==> config.mk <==
export PLATFORM = sky130hd
export DESIGN_NAME = mux_scan_sequencer
export DESIGN_NICKNAME = d
export VERILOG_FILES = /design/src/rtl/mux_scan_sequencer.sv
export SDC_FILE = /design/constraint.sdc
export NUM_CORES = 1
export LEC_CHECK = 0
export BUFFER_PORTS_ARGS = -buffer_cell sky130_fd_sc_hd__buf_2
export CAP_MARGIN = 5
export CORE_MARGIN = 5
export CORE_UTILIZATION = 47
export CTS_CLUSTER_DIAMETER = 60
export CTS_CLUSTER_SIZE = 25
export DETAILED_ROUTE_END_ITERATION = 7
export PLACE_DENSITY = 0.83
export SLEW_MARGIN = 20
export SYNTH_ARGS = -nofsm -noshare
export SYNTH_HDL_FRONTEND = slang
export SYNTH_SLANG_ARGS = --single-unit
==> constraint.sdc <==
create_clock -name clk -period 1.34 [get_ports clk]
set_input_delay 0.201 -clock clk [delete_from_list [all_inputs] [get_ports clk]]
set_output_delay 0.201 -clock clk [all_outputs]
set_load 0.02 [all_outputs]
==> src/rtl/mux_scan_sequencer.sv <==
//==============================================================================
// Module   : mux_scan_sequencer
// Brief    : Steps a 4:1 mux select through all channels, samples each after a
//            settle time and presents the 4-bit frame over valid/ready.
// Revision : 1.0
//==============================================================================
`default_nettype none

module mux_scan_sequencer #(
    parameter int SETTLE_CYCLES = 2,
    parameter int NUM_CH        = 4
) (
    input  logic       clk,
    input  logic       rst,
    input  logic       start,
    input  logic       continuous,
    input  logic       clr_ovr,
    input  logic       mux_in,
    output logic [1:0] sel,
    output logic [3:0] frame_data,
    output logic       frame_valid,
    input  logic       frame_ready,
    output logic       busy,
    output logic       overrun
);

    localparam logic [3:0] CNT_LAST = 4'(SETTLE_CYCLES - 1);
    localparam logic [1:0] LAST_CH  = 2'(NUM_CH - 1);

    typedef enum logic [1:0] {
        S_IDLE   = 2'd0,
        S_SETTLE = 2'd1,
        S_HOLD   = 2'd2
    } state_t;

    state_t     state_q, state_d;
    logic [3:0] cnt_q,   cnt_d;
    logic [1:0] sel_q,   sel_d;
    logic [3:0] data_q,  data_d;
    logic       valid_q, valid_d;
    logic       ovr_q,   ovr_d;
    logic       ovr_set;

    always_ff @(posedge clk or posedge rst) begin
        if (rst) begin
            state_q <= S_IDLE;
            cnt_q   <= 4'd0;
            sel_q   <= 2'd0;
            data_q  <= 4'd0;
            valid_q <= 1'b0;
            ovr_q   <= 1'b0;
        end else begin
            state_q <= state_d;
            cnt_q   <= cnt_d;
            sel_q   <= sel_d;
            data_q  <= data_d;
            valid_q <= valid_d;
            ovr_q   <= ovr_d;
        end
    end

    always_comb begin
        state_d = state_q;
        cnt_d   = cnt_q;
        sel_d   = sel_q;
        data_d  = data_q;
        valid_d = valid_q;
        case (state_q)
            S_IDLE: begin
                if (start) begin
                    state_d = S_SETTLE;
                    sel_d   = 2'd0;
                    cnt_d   = 4'd0;
                end
            end
            S_SETTLE: begin
                if (cnt_q == CNT_LAST) begin
                    data_d[sel_q] = mux_in;
                    cnt_d         = 4'd0;
                    if (sel_q == LAST_CH) begin
                        state_d = S_HOLD;
                        valid_d = 1'b1;
                        sel_d   = 2'd0;
                    end else begin
                        sel_d = sel_q + 2'd1;
                    end
                end else begin
                    cnt_d = cnt_q + 4'd1;
                end
            end
            S_HOLD: begin
                if (frame_ready) begin
                    valid_d = 1'b0;
                    if (continuous) begin
                        state_d = S_SETTLE;
                        sel_d   = 2'd0;
                        cnt_d   = 4'd0;
                    end else begin
                        state_d = S_IDLE;
                    end
                end
            end
            default: begin
                state_d = S_IDLE;
            end
        endcase
    end

    // A single-shot handshake edge is the end of busy, so start there is not an overrun.
    assign ovr_set = start && (state_q != S_IDLE)
                     && !((state_q == S_HOLD) && frame_ready && !continuous);
    assign ovr_d   = ovr_set | (ovr_q & ~clr_ovr);

    assign sel         = sel_q;
    assign frame_data  = data_q;
    assign frame_valid = valid_q;
    assign busy        = (state_q != S_IDLE);
    assign overrun     = ovr_q;

endmodule

`default_nettype wire

==> flow_summary.toml, run 1 <==
[pwr]
power_density_mw_per_mm2 = 2270
ir_drop_mv = 1.28
power_frac_seq_pct = 29.7
p_sw_share_pct = 39.3
clkPwrFrac_pct = 10.0
p_switching_uw = 969
internal_power_uw = 1500
combPwrFrac_pct = 60.3
leakage_uw = 0.000563

[timing]
slew_viol_final = 0
rsz0062_at_grt = "yes"
setup_ws_ns = -0.100
worst_slew_pin_slew_ns = 0.535
hold_violations = 0
fin_crit_ns = 1.44
maxSlewHeadroom_pct = 64.3
finalSetupViolations = 10
clock.fmax_mhz = 694
fin_crit_sh_pct = 107
tns_ns = -0.560
fin_skew_ns = 0.00532

[yosys]
synth_compound_area_share_pct = 10.9
ys_top_cells_by_area = "dfrtp_1 (42%), ha_1 (9.1%), mux2_4 (7.3%)"
syn_nets = 84
synth_top_family_by_area = "simple AND/OR/NAND/NOR gates"
synth_mux_area_share_pct = 7.28
synthAdderAreaFrac_pct = 9.10
syn_area_um2 = 825
synthDistinctLibCells = 28
synth-simple-area-share_pct = 25.2
synth-seq-area-share_pct = 42.5
syn_inst = 71
synth_xor_xnor_area_share_pct = 0
avgSynthCellArea_um2 = 11.6
synth_top_area_share_pct = 42.5
ys_warn_count = 0
synth_top_cell_by_area = "dfrtp_1"
synth-seq-cells = 14

[floorplan]
dieArea_mm2 = 0.00269
coreArea_mm2 = 0.00169
start_util_pct = 48.8
die_w_um = 51.9
fp.dieH_um = 51.9
fp-row-count = 15
ios = 16

[clocking]
clock_latency_ns = 0.28
clkTransAtPathRegs_ns = 0.08
h-tree-depth = 1
root_buffer = "clkbuf_4"
clockBufferDepth = 2
cts_tree = "done"
cts_buffers = 3
cts.sink_count = 14

[drt]
drc = 0
wl_met2_um = 862
highest_layer = "met4"
drt_first_iter_violations = 5
via_count = 631
wl_per_cell_um = 14.3
viasPerCell = 5.30
drtAntennaViolNets = 0
routed_wl_um = 1700
dr_wl_met3_um = 88
drt-met1-wl_um = 711
dr.pass1.iters = 3

[critical_path]
crit_type = "flip-flop to flip-flop"
worst_setup_path_start_kind = "flip-flop"
end_kind = "flip-flop"
critPathRequiredTime_ns = 1.51
worst-path-max-fanout = 10
critPathArrivalTime_ns = 1.61

[layout]
final_cell_mix = "buf_2 (14), dfrtp_1 (12), buf_4 (9), inv_1 (6), ha_1 (6)"
diodes = 0
drive_above_1_share_pct = 50.0
areaGrowthSynthToFinish_pct = 31.9
seqCellArea_um2 = 353
multi_input_area_um2 = 452
final_common_cell = "buf_2"
nFillCells = 137
final_nets = 116
finish.utilization_pct = 64.4

[min_path]
worstHoldPathType = "primary input to flip-flop"

[placement]
portBuffers = 15
hpwl_um = 1230
place.gp.congestion = 0.847

[outcome]
outcome = "finished with violations"
violations = "setup timing"

[flow_run]
cap_violations = 0

[global_routing]
grt_remaining_overflow = 0
grt_pass1_vias = 668
grt_pass1_wl_um = 2850
track_usage_pct = 14.9
antenna_found_initial = 0
grt_max_degree = 15
-- power by group through the flow --
stage                     Sequential, uW  Combinational (uW)  Clock, uW
final                                732                1490        247
after global routing                 754                1610        290
after CTS                            725                1440        263
after detailed placement             747                1340          0
after global placement               733                1290          0
after floorplan                      897                 748          0
-- cells in the mapped netlist, drive strengths merged --
library cell / count
a211o: 4
a21o: 2
a21oi: 2
a31oi: 1
and3: 2
and4b: 1
buf: 2
dfrtp: 14
ha: 6
inv: 6
mux2: 4
nand2: 2
nand2b: 3
nand3: 5
nor2b: 2
nor3: 6
nor3b: 2
nor4b: 2
o21ai: 2
o21bai: 1
o22ai: 1
or2: 1
-- sequential cells by signal, indices dropped and copies added, names as in the netlist --
name	count
sel	2
state_q	2
frame_valid	1
frame_data	4
cnt_q	4
overrun	1
-- cell families (layout without fill, tap and decap cells) --
kind of cell	Yosys count	in the layout
AO/OA/AOI/OAI	13	13
adder cells (fa/ha/maj)	6	6
buffers and inverters	8	39
AND/OR/NAND/NOR	26	26
flip-flops	14	14
multiplexers	4	4
-- repair_timing --
action / in CTS / in global routing
hold buffers: 1 / 0
hold endpoints to repair: 14 / 0
gates resized for setup: 6 / 5
endpoints found under the setup margin: 11 / 13
pin swaps: 1 / 0
buffers inserted: 2 / 1
-- area by class of cell --
cell class	instances	area share (%)
clock buffers	4	2.42
inverters	6	2.07
multi-input cells	49	41.5
flip-flops and latches	14	32.5
well taps	17	1.96
repair buffers	29	19.6
-- metrics by stage --
step | std cells | setup slack (ns) | hold slack, ns | instance area, um2 | power, uW
after detailed placement | 111 | -0.0956 | 0.271 | 991 | 2080
after CTS | 118 | -0.112 | 0.0951 | 1060 | 2430
after floorplan | 71 | -0.0929 | 0.0902 | 826 | 1650
final | 119 | -0.100 | 0.106 | 1090 | 2470
after global routing | 119 | -0.185 | 0.0831 | 1090 | 2650
after global placement | 111 | -0.0631 | 0.264 | 991 | 2020
-- metal layers --
metal | GRT usage, % | vias to the layer above
met3 | 4.30 | 4
met4 | 9.17 | 0
li1 | - | 319
met2 | 24.9 | 15
met1 | 16.4 | 293
met5 | 0 | -
-- critical path: stages (launching register included) --
cell and delay (ns):
dfrtp_1 0.38, inv_1 0.05, ha_1 0.13, nor3b_4 0.21
buf_12 0.15, nand3_2 0.08, mux2_4 0.31
-- worst paths after layout --
kind	slack, ns	depth (start not counted)	end	start
max in group asynchronous	0.46	3	state_q[1]$_DFFE_PP0P_	rst
min in group asynchronous	0.50	3	cnt_q[2]$_DFFE_PP0P_	rst
setup / recovery	-0.10	6	frame_data[0]$_DFFE_PP0P_	cnt_q[1]$_DFFE_PP0P_
hold / removal	0.11	2	overrun$_DFF_PP0_	clr_ovr
hold reg to reg	0.51	1	frame_data[2]$_DFFE_PP0P_	frame_data[2]$_DFFE_PP0P_
setup reg to reg	-0.10	6	frame_data[0]$_DFFE_PP0P_	cnt_q[1]$_DFFE_PP0P_
No activity file was read; power rests on OpenSTA's default activity.
==> run 2: changes to the inputs <==
Settings changed: CORE_MARGIN 5 to 2, TNS_END_PERCENT set to 5.
==> run 2 against run 1 <==
Compared with the run above:
- the flow still finishes with violations (setup timing)
- register-to-register slack hardly changed
- non-clock buffer count decreased by 2
- combinational power decreased by 3%
- cell count down 1.7%
- clock skew rose by 0.0091 ns
- worst hold slack got worse by 0.0016 ns
- count of clock-buffer cells in the layout is the same
- sequential power is 0.8% higher
- routed wire length grew 0.35%
- worst setup slack better by 0.011 ns
- maximum frequency increased by 0.79%
- largest power group unchanged
- highest routed layer unchanged
==> flow_summary.toml, run 2 (synthesis gave the netlist of run 1 again) <==
[layout]
diodes = 0
seqCellArea_um2 = 353
multi_input_area_um2 = 455
finish.utilization_pct = 63.0
instances_no_fill = 117
nFillCells = 145
areaGrowthSynthToFinish_pct = 29.0
final_nets = 114
final_cell_mix = "buf_2 (14), dfrtp_1 (12), buf_4 (8), inv_1 (6), ha_1 (6)"
final_common_cell = "buf_2"
drive_above_1_share_pct = 48.0
final_area_mm2 = 0.00106

[critical_path]
worst-path-max-fanout = 6
worst_setup_path_start_kind = "flip-flop"
crit_type = "flip-flop to flip-flop"
end_kind = "flip-flop"
max_stage_delay_ns = 0.38
critPathArrivalTime_ns = 1.60
timing.critical_path.buf_inv = 2
critPathRequiredTime_ns = 1.51
crit_family = "flip-flops"
cp_cell_sequence = "inv_1, ha_1, nor3b_4, buf_6, nand3_4, mux2_4"
slowest_stage = "dfrtp_1"

[clocking]
clockBufferDepth = 2
clock_latency_ns = 0.29
cts.sink_count = 14
cts_buffers = 3
cts_tree = "done"
h-tree-depth = 1
clkTransAtPathRegs_ns = 0.08
root_buffer = "clkbuf_4"

[placement]
place.gp.congestion = 0.725
hpwl_um = 1220
placed_area_um2 = 971
place_inst = 110
portBuffers = 15

[drt]
wl_per_cell_um = 14.6
dr.pass1.iters = 4
viasPerCell = 5.68
drtAntennaViolNets = 0
routed_wl_um = 1710
drt_first_iter_violations = 15
via_count = 665
drc = 0

[timing]
fin_skew_ns = 0.0144
setup_ws_ns = -0.0891
tns_ns = -0.538
maxSlewHeadroom_pct = 63.1
finalSetupViolations = 8
worst_slew_pin_slew_ns = 0.553
rsz0062_at_grt = "yes"
fin_crit_sh_pct = 107
clock.fmax_mhz = 700
slew_viol_final = 0
hold_violations = 0
fin_crit_ns = 1.43

[floorplan]
fp.dieH_um = 45.9
start_util_pct = 48.8
coreArea_mm2 = 0.00169
ios = 16
fp-row-count = 15
dieArea_mm2 = 0.00211
die_w_um = 45.9

[pwr]
ir_drop_mv = 1.20
leakage_uw = 0.000550
power_density_mw_per_mm2 = 2300

[global_routing]
grt_pass1_vias = 621
antenna_found_initial = 0
grt_pass1_wl_um = 2750
grt_remaining_overflow = 0
grt_max_degree = 15
track_usage_pct = 18.9

[outcome]
outcome = "finished with violations"
violations = "setup timing"

[min_path]
worstHoldPathType = "primary input to flip-flop"

[flow_run]
cap_violations = 0
run 2: cell count changes in the layout (fill, tap and decap cells not counted), sizes merged:
| cell | change |
|---|---|
| buf | -2 |
run 2: timing repair:
action	4_1_cts	5_1_grt
hold buffers	1	0
pin swaps	1	1
gates resized for setup	8	4
gates cloned	0	0
buffers inserted	2	0
hold endpoints to repair	14	0
setup endpoints to repair	11	13
run 2: area by class of cell:
type | instances | area share [%]
Multi-Input combinational cell | 49 | 42.8
Sequential cell | 14 | 33.2
Timing Repair Buffer | 27 | 17.4
Clock buffer | 4 | 2.47
Inverter | 6 | 2.12
Tap cell | 17 | 2.00
run 2: layer usage:
| layer | wire length [um] | GRT usage [%] | vias up |
|---|---|---|---|
| li1 | - | - | 315 |
| met1 | 740 | 23.6 | 330 |
| met2 | 861 | 30.6 | 15 |
| met3 | 49 | 1.19 | 5 |
| met4 | 56 | 13.1 | 0 |
| met5 | 0 | 0 | - |
run 2: path summary, 6_finish.rpt:
check,from,endpoint,slack (ns),depth (start not counted)
setup reg to reg,cnt_q[1]$_DFFE_PP0P_,frame_data[3]$_DFFE_PP0P_,-0.09,6
hold reg to reg,frame_valid$_DFFE_PP0P_,frame_valid$_DFFE_PP0P_,0.51,2
hold / removal,clr_ovr,overrun$_DFF_PP0_,0.10,2
setup / recovery,cnt_q[1]$_DFFE_PP0P_,frame_data[3]$_DFFE_PP0P_,-0.09,6
max in group asynchronous,rst,sel[0]$_DFFE_PP0P_,0.44,3
min in group asynchronous,rst,frame_valid$_DFFE_PP0P_,0.51,3
run 2: per-stage QoR:
stage,total power (uW),setup slack [ns],hold slack (ns)
after floorplan,1650,-0.0929,0.0902
after global placement,1970,-0.0706,0.263
after detailed placement,2050,-0.0967,0.269
after CTS,2440,-0.0866,0.0966
after global routing,2620,-0.164,0.108
final,2450,-0.0891,0.105
run 2: report_power, final:
part           switching, uW  internal, uW
logic                    712           739
registers                132           606
clock network            144           116
total                    988          1460
